[src/rtl/conv_acc_writer.sv]
// Accumulator write-back stage for a convolution PE array.
// Folds per-pixel partial sums for six filters into six accumulator banks
// over S_f*N_ch passes. On the final pass it optionally applies ReLU.
`timescale 1ns/1ps
module conv_acc_writer #(
  parameter int M    = 32,
  parameter int Ma   = 16,
  parameter int S_f  = 5,
  parameter int RELU = 1
) (
  input  logic          clk,
  input  logic          rstp,
  input  logic          start,
  input  logic [Ma-1:0] S_in,
  input  logic [Ma-1:0] N_ch,
  input  logic          pv,
  input  logic [M-1:0]  Po1,
  input  logic [M-1:0]  Po2,
  input  logic [M-1:0]  Po3,
  input  logic [M-1:0]  Po4,
  input  logic [M-1:0]  Po5,
  input  logic [M-1:0]  Po6,
  output logic [Ma-1:0] Ra,
  input  logic [M-1:0]  Rd1,
  input  logic [M-1:0]  Rd2,
  input  logic [M-1:0]  Rd3,
  input  logic [M-1:0]  Rd4,
  input  logic [M-1:0]  Rd5,
  input  logic [M-1:0]  Rd6,
  output logic          We,
  output logic [Ma-1:0] Wa,
  output logic [M-1:0]  Wd1,
  output logic [M-1:0]  Wd2,
  output logic [M-1:0]  Wd3,
  output logic [M-1:0]  Wd4,
  output logic [M-1:0]  Wd5,
  output logic [M-1:0]  Wd6,
  output logic          busy,
  output logic          done,
  output logic [Ma-1:0] pass,
  output logic          err
);

  localparam logic [1:0] ST_IDLE  = 2'd0;
  localparam logic [1:0] ST_ACC   = 2'd1;
  localparam logic [1:0] ST_DRAIN = 2'd2;
  localparam logic [1:0] ST_DONE  = 2'd3;

  localparam logic [Ma-1:0] SF_W = Ma'(S_f);
  localparam logic [Ma-1:0] ONE  = Ma'(1);

  logic [1:0]    state;
  logic [Ma-1:0] cnt;
  logic [Ma-1:0] pass_q;
  logic [Ma-1:0] npix;
  logic [Ma-1:0] npass;
  logic          err_q;

  logic [Ma-1:0] s_c_o;
  logic [Ma-1:0] npix_new;
  logic [Ma-1:0] npass_new;
  logic          acc_go;
  logic          pix_wrap;
  logic          pass_end;

  logic          s1_valid;
  logic          s1_first;
  logic          s1_last;
  logic [Ma-1:0] s1_cnt;
  logic [M-1:0]  s1_po  [6];
  logic [M-1:0]  rd_in  [6];
  logic [M-1:0]  wd_out [6];

  assign rd_in[0] = Rd1;
  assign rd_in[1] = Rd2;
  assign rd_in[2] = Rd3;
  assign rd_in[3] = Rd4;
  assign rd_in[4] = Rd5;
  assign rd_in[5] = Rd6;

  // Layer geometry derived from the request and the current counter terminal conditions.
  always_comb begin
    s_c_o     = S_in - SF_W + ONE;
    npix_new  = s_c_o * s_c_o;
    npass_new = SF_W * N_ch;
    acc_go    = (state == ST_ACC) && pv;
    pix_wrap  = (cnt == npix - ONE);
    pass_end  = (pass_q == npass - ONE);
  end

  // Layer sequencing: pixel/pass counters, state, and the sticky stray-pv flag.
  // NOTE: sequential state uses non-blocking assignments so every flop samples pre-edge values.
  always_ff @(posedge clk or posedge rstp) begin
    if (rstp) begin
      state  <= ST_IDLE;
      cnt    <= '0;
      pass_q <= '0;
      npix   <= '0;
      npass  <= '0;
      err_q  <= 1'b0;
    end else begin
      case (state)
        ST_IDLE: begin
          if (start) begin
            npix   <= npix_new;
            npass  <= npass_new;
            cnt    <= '0;
            pass_q <= '0;
            err_q  <= 1'b0;
            state  <= (npass_new == '0) ? ST_DONE : ST_ACC;
          end
        end
        ST_ACC: begin
          if (pv) begin
            if (pix_wrap) begin
              cnt    <= '0;
              pass_q <= pass_q + ONE;
              if (pass_end) state <= ST_DRAIN;
            end else begin
              cnt <= cnt + ONE;
            end
          end
        end
        ST_DRAIN: state <= ST_DONE;
        default:  state <= ST_IDLE;
      endcase
      // A stray partial sum outside accumulation wins over the clear on start.
      if (pv && (state != ST_ACC)) err_q <= 1'b1;
    end
  end

  // Stage-1 valid: the only pipeline bit that must be cleared by reset.
  always_ff @(posedge clk or posedge rstp) begin
    if (rstp) s1_valid <= 1'b0;
    else      s1_valid <= acc_go;
  end

  // Stage-1 payload, aligned with the accumulator read data returning next cycle.
  // NOTE: payload registers carry no reset; everything they drive is gated by s1_valid.
  always_ff @(posedge clk) begin
    if (acc_go) begin
      s1_cnt   <= cnt;
      s1_first <= (pass_q == '0);
      s1_last  <= pass_end;
      s1_po[0] <= Po1;
      s1_po[1] <= Po2;
      s1_po[2] <= Po3;
      s1_po[3] <= Po4;
      s1_po[4] <= Po5;
      s1_po[5] <= Po6;
    end
  end

  // Write-back datapath: seed or accumulate, ReLU on the final pass, zero when idle.
  // NOTE: every combinational output gets a default before any branch, so no latch is inferred.
  always_comb begin
    logic [M-1:0] sum;
    sum = '0;
    We  = s1_valid;
    Wa  = s1_valid ? s1_cnt : '0;
    for (int k = 0; k < 6; k++) begin
      sum = s1_first ? s1_po[k] : (rd_in[k] + s1_po[k]);
      if ((RELU != 0) && s1_last && sum[M-1]) sum = '0;
      wd_out[k] = s1_valid ? sum : '0;
    end
  end

  assign Wd1  = wd_out[0];
  assign Wd2  = wd_out[1];
  assign Wd3  = wd_out[2];
  assign Wd4  = wd_out[3];
  assign Wd5  = wd_out[4];
  assign Wd6  = wd_out[5];
  assign Ra   = cnt;
  assign busy = (state == ST_ACC) || (state == ST_DRAIN);
  assign done = (state == ST_DONE);
  assign pass = pass_q;
  assign err  = err_q;

endmodule

[config.mk]
export PLATFORM = sky130hd
export DESIGN_NAME = conv_acc_writer
export DESIGN_NICKNAME = d
export VERILOG_FILES = /design/src/rtl/conv_acc_writer.sv
export SDC_FILE = /design/constraint.sdc
export NUM_CORES = 1
export LEC_CHECK = 0
export BUFFER_PORTS_ARGS = -buffer_cell sky130_fd_sc_hd__buf_2
export CELL_PAD_IN_SITES_DETAIL_PLACEMENT = 1
export CELL_PAD_IN_SITES_GLOBAL_PLACEMENT = 2
export CORE_UTILIZATION = 35
export DETAILED_ROUTE_END_ITERATION = 6
export PLACE_DENSITY_LB_ADDON = 0.1
export SLEW_MARGIN = 20
export SYNTH_ARGS = -nofsm -noshare
export SYNTH_HDL_FRONTEND = slang
export SYNTH_SLANG_ARGS = --single-unit
[constraint.sdc]
create_clock -name clk -period 13.8 [get_ports clk]
set_input_delay 1.38 -clock clk [delete_from_list [all_inputs] [get_ports clk]]
set_output_delay 1.38 -clock clk [all_outputs]
set_load 0.02 [all_outputs]
Word level (Yosys, flattened, before mapping)
Memory sizes are Yosys's and may differ from the RTL's.
Index checks and enable logic that the tools add are counted.

word-level totals
  memories = 1
  memory bits (writable) = 192
  flip-flop bits (word level) = 86
  output and inout port bits = 244
  logic and storage cells = 92
  bits of input ports = 420

cells by class
  mux-type cells = 37
  equal/unequal tests = 10
  $mul = 2
  reduce and logical (&&, ||, !) cells = 20
  add/sub/neg operators = 12

memories
  memory  words  width  rd ports  clocked after memory_dff  wr ports  RTL line  text
  s1_po   6      32     6         0                         6         70        logic [M-1:0] s1_po [6];

operators with widths
  operator                 count
  $mux W32                 18
  $add A32 B32 Y32         6
  $mux W16                 6
  $pmux W16 S2             2
  $add A16 B1 Y16 const B  3
  $eq A16 B16 Y1           2
  $logic_not A16 Y1        2
  $sub A16 B1 Y16 const B  2
  $mul A16 B16 Y16         1
  $mul A3 B16 Y16 const A  1
  $sub A16 B3 Y16 const B  1
  $mux W2                  5
  $logic_and A1 B1 Y1      8
  $ne A2 B2 Y1 const B     4
  $reduce_and A4 Y1        2
  $pmux W2 S3              1
  $reduce_bool A2 Y1       3
  $mux W1                  5
  $eq A2 B2 Y1 const B     2
  $reduce_and A2 Y1        2
  $reduce_and A3 Y1        1
  $eq A2 B1 Y1 const B     1
  $logic_not A2 Y1         1
  $ne A2 B1 Y1 const B     1
  $logic_or A1 B1 Y1       1

Depth between registers and ports, before layout
  word-level depth = 6
  mapped depth = 25
  mapped depth without buffers = 24

Worst setup path before layout
OpenSTA, ideal clock, no wires.

  kind = input to register
  start point = in S_in[2]
  end point = reg npix[14]
  path buffers = 1
  setup slack = 6.726 ns
  required time = 13.667 ns
  data arrival time = 6.941 ns
  cell stages on the path = 24
  library setup time = 0.133 ns
  cell sequence = clkbuf_1 inv_1 ha_1 nand2_1 xnor2_1 nand2_1 fa_1 fa_1 inv_1 fa_1 inv_1 fa_1 inv_1 fa_1 inv_1 fa_1 inv_1 ha_1 and3_1 a21oi_1 o21ai_0 o41ai_1 xor2_1 o21ai_0

between the ends
  word-level cells in the longest chain between the ends = 3

RTL lines
  element                 RTL line  text
  start: declaration      14        input logic [Ma-1:0] S_in,
  $sub A16 B3 Y16         83        s_c_o = S_in - SF_W + ONE;
  $add A16 B1 Y16         83
  $mul A16 B16 Y16        84        npix_new = s_c_o * s_c_o;
  end signal: assignment  105       npix <= npix_new;
  end: declaration        55        logic [Ma-1:0] npix;

Every way passes these cells.
A chain may end at the register's enable or synchronous reset.

Worst setup path in the final report
  start point = in S_in[2]
  end point = reg npix[15]

Same word-level chain as after synthesis.

==> report_table.html <==
<table>
<tr><th>Metric</th><th>Value</th></tr>
<tr><th colspan="2">Outcome</th></tr>
<tr><td>Result of the run</td><td>finished clean</td></tr>
<tr><th colspan="2">STA</th></tr>
<tr><td>Setup repair after global routing missed its margin</td><td>no</td></tr>
<tr><td>Clock period minus worst slack</td><td>7210 ps</td></tr>
<tr><td>Final clock skew</td><td>40.9 ps</td></tr>
<tr><td>Achievable Freq</td><td>139 MHz</td></tr>
<tr><td>Final critical-path share of the clock period</td><td>52.3%</td></tr>
<tr><td>Normalized max-slew margin</td><td>27.8%</td></tr>
<tr><td># setup viols final</td><td>0</td></tr>
<tr><td>Transition time at the pin with the least slew margin</td><td>1080 ps</td></tr>
<tr><td>Setup TNS Final</td><td>0 ps</td></tr>
<tr><td>Hold Violations, Final</td><td>0</td></tr>
<tr><td>Total count of max-transition violations in the final report</td><td>0</td></tr>
<tr><th colspan="2">Power and ir drop</th></tr>
<tr><td>Overall power after layout</td><td>3.77 mW</td></tr>
<tr><td>Leak pwr</td><td>15.2 nW</td></tr>
<tr><td>Power density normalized to cell area</td><td>116 nW/µm²</td></tr>
<tr><td>Peak supply drop</td><td>0.128 mV</td></tr>
<tr><th colspan="2">Finish</th></tr>
<tr><td>Fraction of layout instances using a drive strength above 1</td><td>21.4%</td></tr>
<tr><td>Area Growth Syn to Fin</td><td>21.5%</td></tr>
<tr><td>Number of nets at the end of the flow</td><td>4436</td></tr>
<tr><td>Filler cells</td><td>9019</td></tr>
<tr><th colspan="2">Clock network</th></tr>
<tr><td>Total CTS buffers</td><td>42</td></tr>
<tr><td>Maximum root-to-sink buffer count</td><td>3</td></tr>
<tr><td>H-Tree Level Count</td><td>2</td></tr>
<tr><td>Root cell of the clock tree</td><td>clkbuf_16</td></tr>
<tr><td>CTS sink cnt</td><td>277</td></tr>
<tr><td>Clock tree from TritonCTS</td><td>built</td></tr>
<tr><td>CTS-repair resized insts</td><td>0</td></tr>
<tr><td>Worst-path clk slew</td><td>60 ps</td></tr>
<tr><td>Hold buffer count at cts</td><td>0</td></tr>
<tr><td>Clock latency on the worst-skew pair</td><td>590 ps</td></tr>
<tr><td>Buffer count from post-CTS setup fixing</td><td>0</td></tr>
<tr><th colspan="2">Route</th></tr>
<tr><td>Vias after detailed routing</td><td>25700</td></tr>
<tr><td>Iter 0 DRT Violations</td><td>994</td></tr>
<tr><td>WL/cell</td><td>21.9 µm</td></tr>
<tr><td>Post-route DRC</td><td>0</td></tr>
<tr><td>DRT Wirelength</td><td>103000 µm</td></tr>
<tr><td>Vias per cell</td><td>5.46</td></tr>
<tr><td>Antenna viol nets, final</td><td>0</td></tr>
<tr><td>First-pass iteration count of the detailed router</td><td>5</td></tr>
<tr><th colspan="2">Synthesis</th></tr>
<tr><td>Number of flops mapped to enable cells by yosys</td><td>210</td></tr>
<tr><td>Yosys cell types</td><td>78</td></tr>
<tr><td>Share of flip-flops with an asynchronous set or reset after synthesis</td><td>24.2%</td></tr>
<tr><td>Net count after synthesis</td><td>3821</td></tr>
<tr><td>Synthesized instance count</td><td>3060</td></tr>
<tr><td>Post-Synthesis Cell Area</td><td>26700 µm²</td></tr>
<tr><td>Count of state elements after synthesis</td><td>277</td></tr>
<tr><td>Most common flop cell mapped by yosys</td><td>edfxtp_1</td></tr>
<tr><td>Warnings from Yosys</td><td>0</td></tr>
<tr><td>Share of the yosys chip area belonging to registers</td><td>29.9%</td></tr>
<tr><td>Mean Syn Cell Area</td><td>8.74 µm²</td></tr>
<tr><th colspan="2">Global route</th></tr>
<tr><td>Pin count of the biggest net entering global routing</td><td>173</td></tr>
<tr><td>Number of global-route vias before repair</td><td>27000</td></tr>
<tr><td>Residual overflow from global routing</td><td>0</td></tr>
<tr><td>Number of antenna violations at the first check in global routing</td><td>59</td></tr>
<tr><td>Wire length of the first global-routing pass</td><td>156000 µm</td></tr>
<tr><td>Overall track demand over capacity in global routing</td><td>25.7%</td></tr>
<tr><th colspan="2">Job</th></tr>
<tr><td>Maximum Capacitance Violations</td><td>0</td></tr>
<tr><th colspan="2">Worst setup path</th></tr>
<tr><td>Type of the worst setup path</td><td>input port to flop</td></tr>
<tr><td>Crit end category</td><td>flop</td></tr>
<tr><td>Reg2reg setup slack</td><td>10180 ps</td></tr>
<tr><td>Worst Path Arrival</td><td>7640 ps</td></tr>
<tr><td>R2r startpoint</td><td>npix[8]</td></tr>
<tr><td>Category of the worst setup path launch point</td><td>input port</td></tr>
<tr><td>Critical path data required time</td><td>14230 ps</td></tr>
<tr><td>CP peak stage delay</td><td>550 ps</td></tr>
<tr><td>Cell Chain, Critical Path</td><td>buf_2 &gt; inv_1 &gt; ha_1 &gt; nand2_1 &gt; xnor2_1 &gt; nand2_1 &gt; fa_1 &gt; fa_1 &gt; inv_1 &gt; fa_1 &gt; inv_1 &gt; fa_1 &gt; inv_1 &gt; fa_1 &gt; inv_1 &gt; fa_1 &gt; inv_1 &gt; ha_1 &gt; nand3_1 &gt; nand2_1 &gt; a41o_1 &gt; o41a_1 &gt; xnor2_1 &gt; o21ai_0</td></tr>
<tr><td>Critical Path Source</td><td>S_in[2]</td></tr>
<tr><td>Maximum fanout along the worst path</td><td>9</td></tr>
<tr><td>Critical-path cell with the highest stage delay</td><td>fa_1</td></tr>
<tr><th colspan="2">Worst hold path</th></tr>
<tr><td>Origin of the worst min-delay path</td><td>err</td></tr>
<tr><td>Min-Delay Path Class</td><td>flop to flop</td></tr>
<tr><th colspan="2">Floorplan</th></tr>
<tr><td>Die ar.</td><td>77500 µm²</td></tr>
<tr><td>Ports placed on the boundary</td><td>664</td></tr>
<tr><td>Starting Density</td><td>35.6%</td></tr>
<tr><td>Chip Width</td><td>278 µm</td></tr>
<tr><td>Std-Cell Core Area</td><td>75100 µm²</td></tr>
<tr><td>Std cell rows</td><td>100</td></tr>
<tr><td>Die boundary height</td><td>278 µm</td></tr>
<tr><th colspan="2">Placed design</th></tr>
<tr><td>Final weighted congestion in routability-driven placement</td><td>0.877</td></tr>
<tr><td>Port Buffer Count</td><td>662</td></tr>
<tr><td>Half-perimeter wire length of the detailed placement result</td><td>81600 µm</td></tr>
</table>
[cell families after synthesis]
family	synth area share, %
AO/OA/AOI/OAI	18.8
adder cells (fa/ha/maj)	18.1
XOR/XNOR	7.47
buffers and inverters	4.42
flip-flops	29.9
AND/OR/NAND/NOR	18.5
multiplexers	2.95
[power breakdown]
part | leakage [nW] | switching (mW) | internal [mW] | total, mW
clock network | 0.683 | 0.442 | 0.677 | 1.12
logic | 11.5 | 0.946 | 0.711 | 1.66
registers | 2.99 | 0.0428 | 0.952 | 0.995
total | 15.2 | 1.43 | 2.34 | 3.77
[Yosys cell counts, drive strengths merged (40+ instances only)]
cell type	number	share of area, %
dfrtp	67	6.3
a21oi	277	5.2
o21ai	160	3.0
nor2b	41	0.96
nor2	337	4.7
a211oi	43	1.2
fa	76	5.7
xnor2	138	4.5
nor3	77	1.4
nand3	70	1.3
clkbuf	87	1.2
inv	204	2.9
nand2	252	3.5
xor2	90	2.9
nand2b	40	0.94
edfxtp	210	24
a21o	93	2.6
ha	265	12
mux2i	62	2.3
[path summary, 6_finish.rpt]
path,to,cells past startpoint
min in group asynchronous,state[1],3
worst max register to register,pass[11],9
worst min register to register,err,2
max in group asynchronous,npix[9],3
worst min-delay path,err,2
worst max-delay path,npix[15],24
[flip-flops by register name (all words and copies together) (netlist names)]
name      count
Ra           16
npass        16
npix         15
state         2
s1_first      1
pass         16
s1_po       192
s1_last       1
err           1
s1_cnt       16
We            1
[layout by cell type (no fill, tap or decap), types with 67 or more instances in the layout]
master	instances
ha_1	265
fa_1	76
nor3_1	77
inv_1	202
xnor2_1	138
nand2_1	252
edfxtp_1	210
nand3_1	69
dfrtp_1	67
nor2_1	337
xor2_1	90
o21ai_0	158
buf_2	662
a21o_1	93
a21oi_1	277
[stage by stage]
stage | instance area [µm²] | setup WS, ps | std cells | hold WS [ps] | util [%]
6_report | 32500 | 6590 | 4709 | 508 | 43.3
5_1_grt | 32500 | 6180 | 4702 | 553 | 43.3
3_3_place_gp | 31000 | 6150 | 4599 | 465 | 41.3
3_5_place_dp | 31000 | 6030 | 4599 | 478 | 41.3
4_1_cts | 32400 | 6620 | 4676 | 515 | 43.1
2_1_floorplan | 26700 | 6730 | 3060 | 469 | -
[metal layers]
layer / routed length, µm / track usage, %
met3: 5450 / 5.38
met5: 233 / 0
met2: 51600 / 45.9
met1: 42300 / 29.9
met4: 3470 / 10.0
[critical path: cells and delay by family]
kind                     cells  cell delay [ps]
AO/OA/AOI/OAI                3              650
adder cells (fa/ha/maj)      8             3690
AND/OR/NAND/NOR              4              530
buffers and inverters        7              690
XOR/XNOR                     2              670
[final cells by class]
type / count / area (µm²) / share of cell area, %
Multi-Input combinational cell: 2476 / 17600 / 54.2
Sequential cell: 277 / 7980 / 24.6
Timing Repair Buffer: 674 / 3450 / 10.6
Tap cell: 969 / 1210 / 3.73
Clock buffer: 52 / 1100 / 3.38
Inverter: 204 / 771 / 2.37
Clock inverter: 25 / 285 / 0.878
Antenna cell: 32 / 80.1 / 0.246
(Power assumes the default switching activity.)
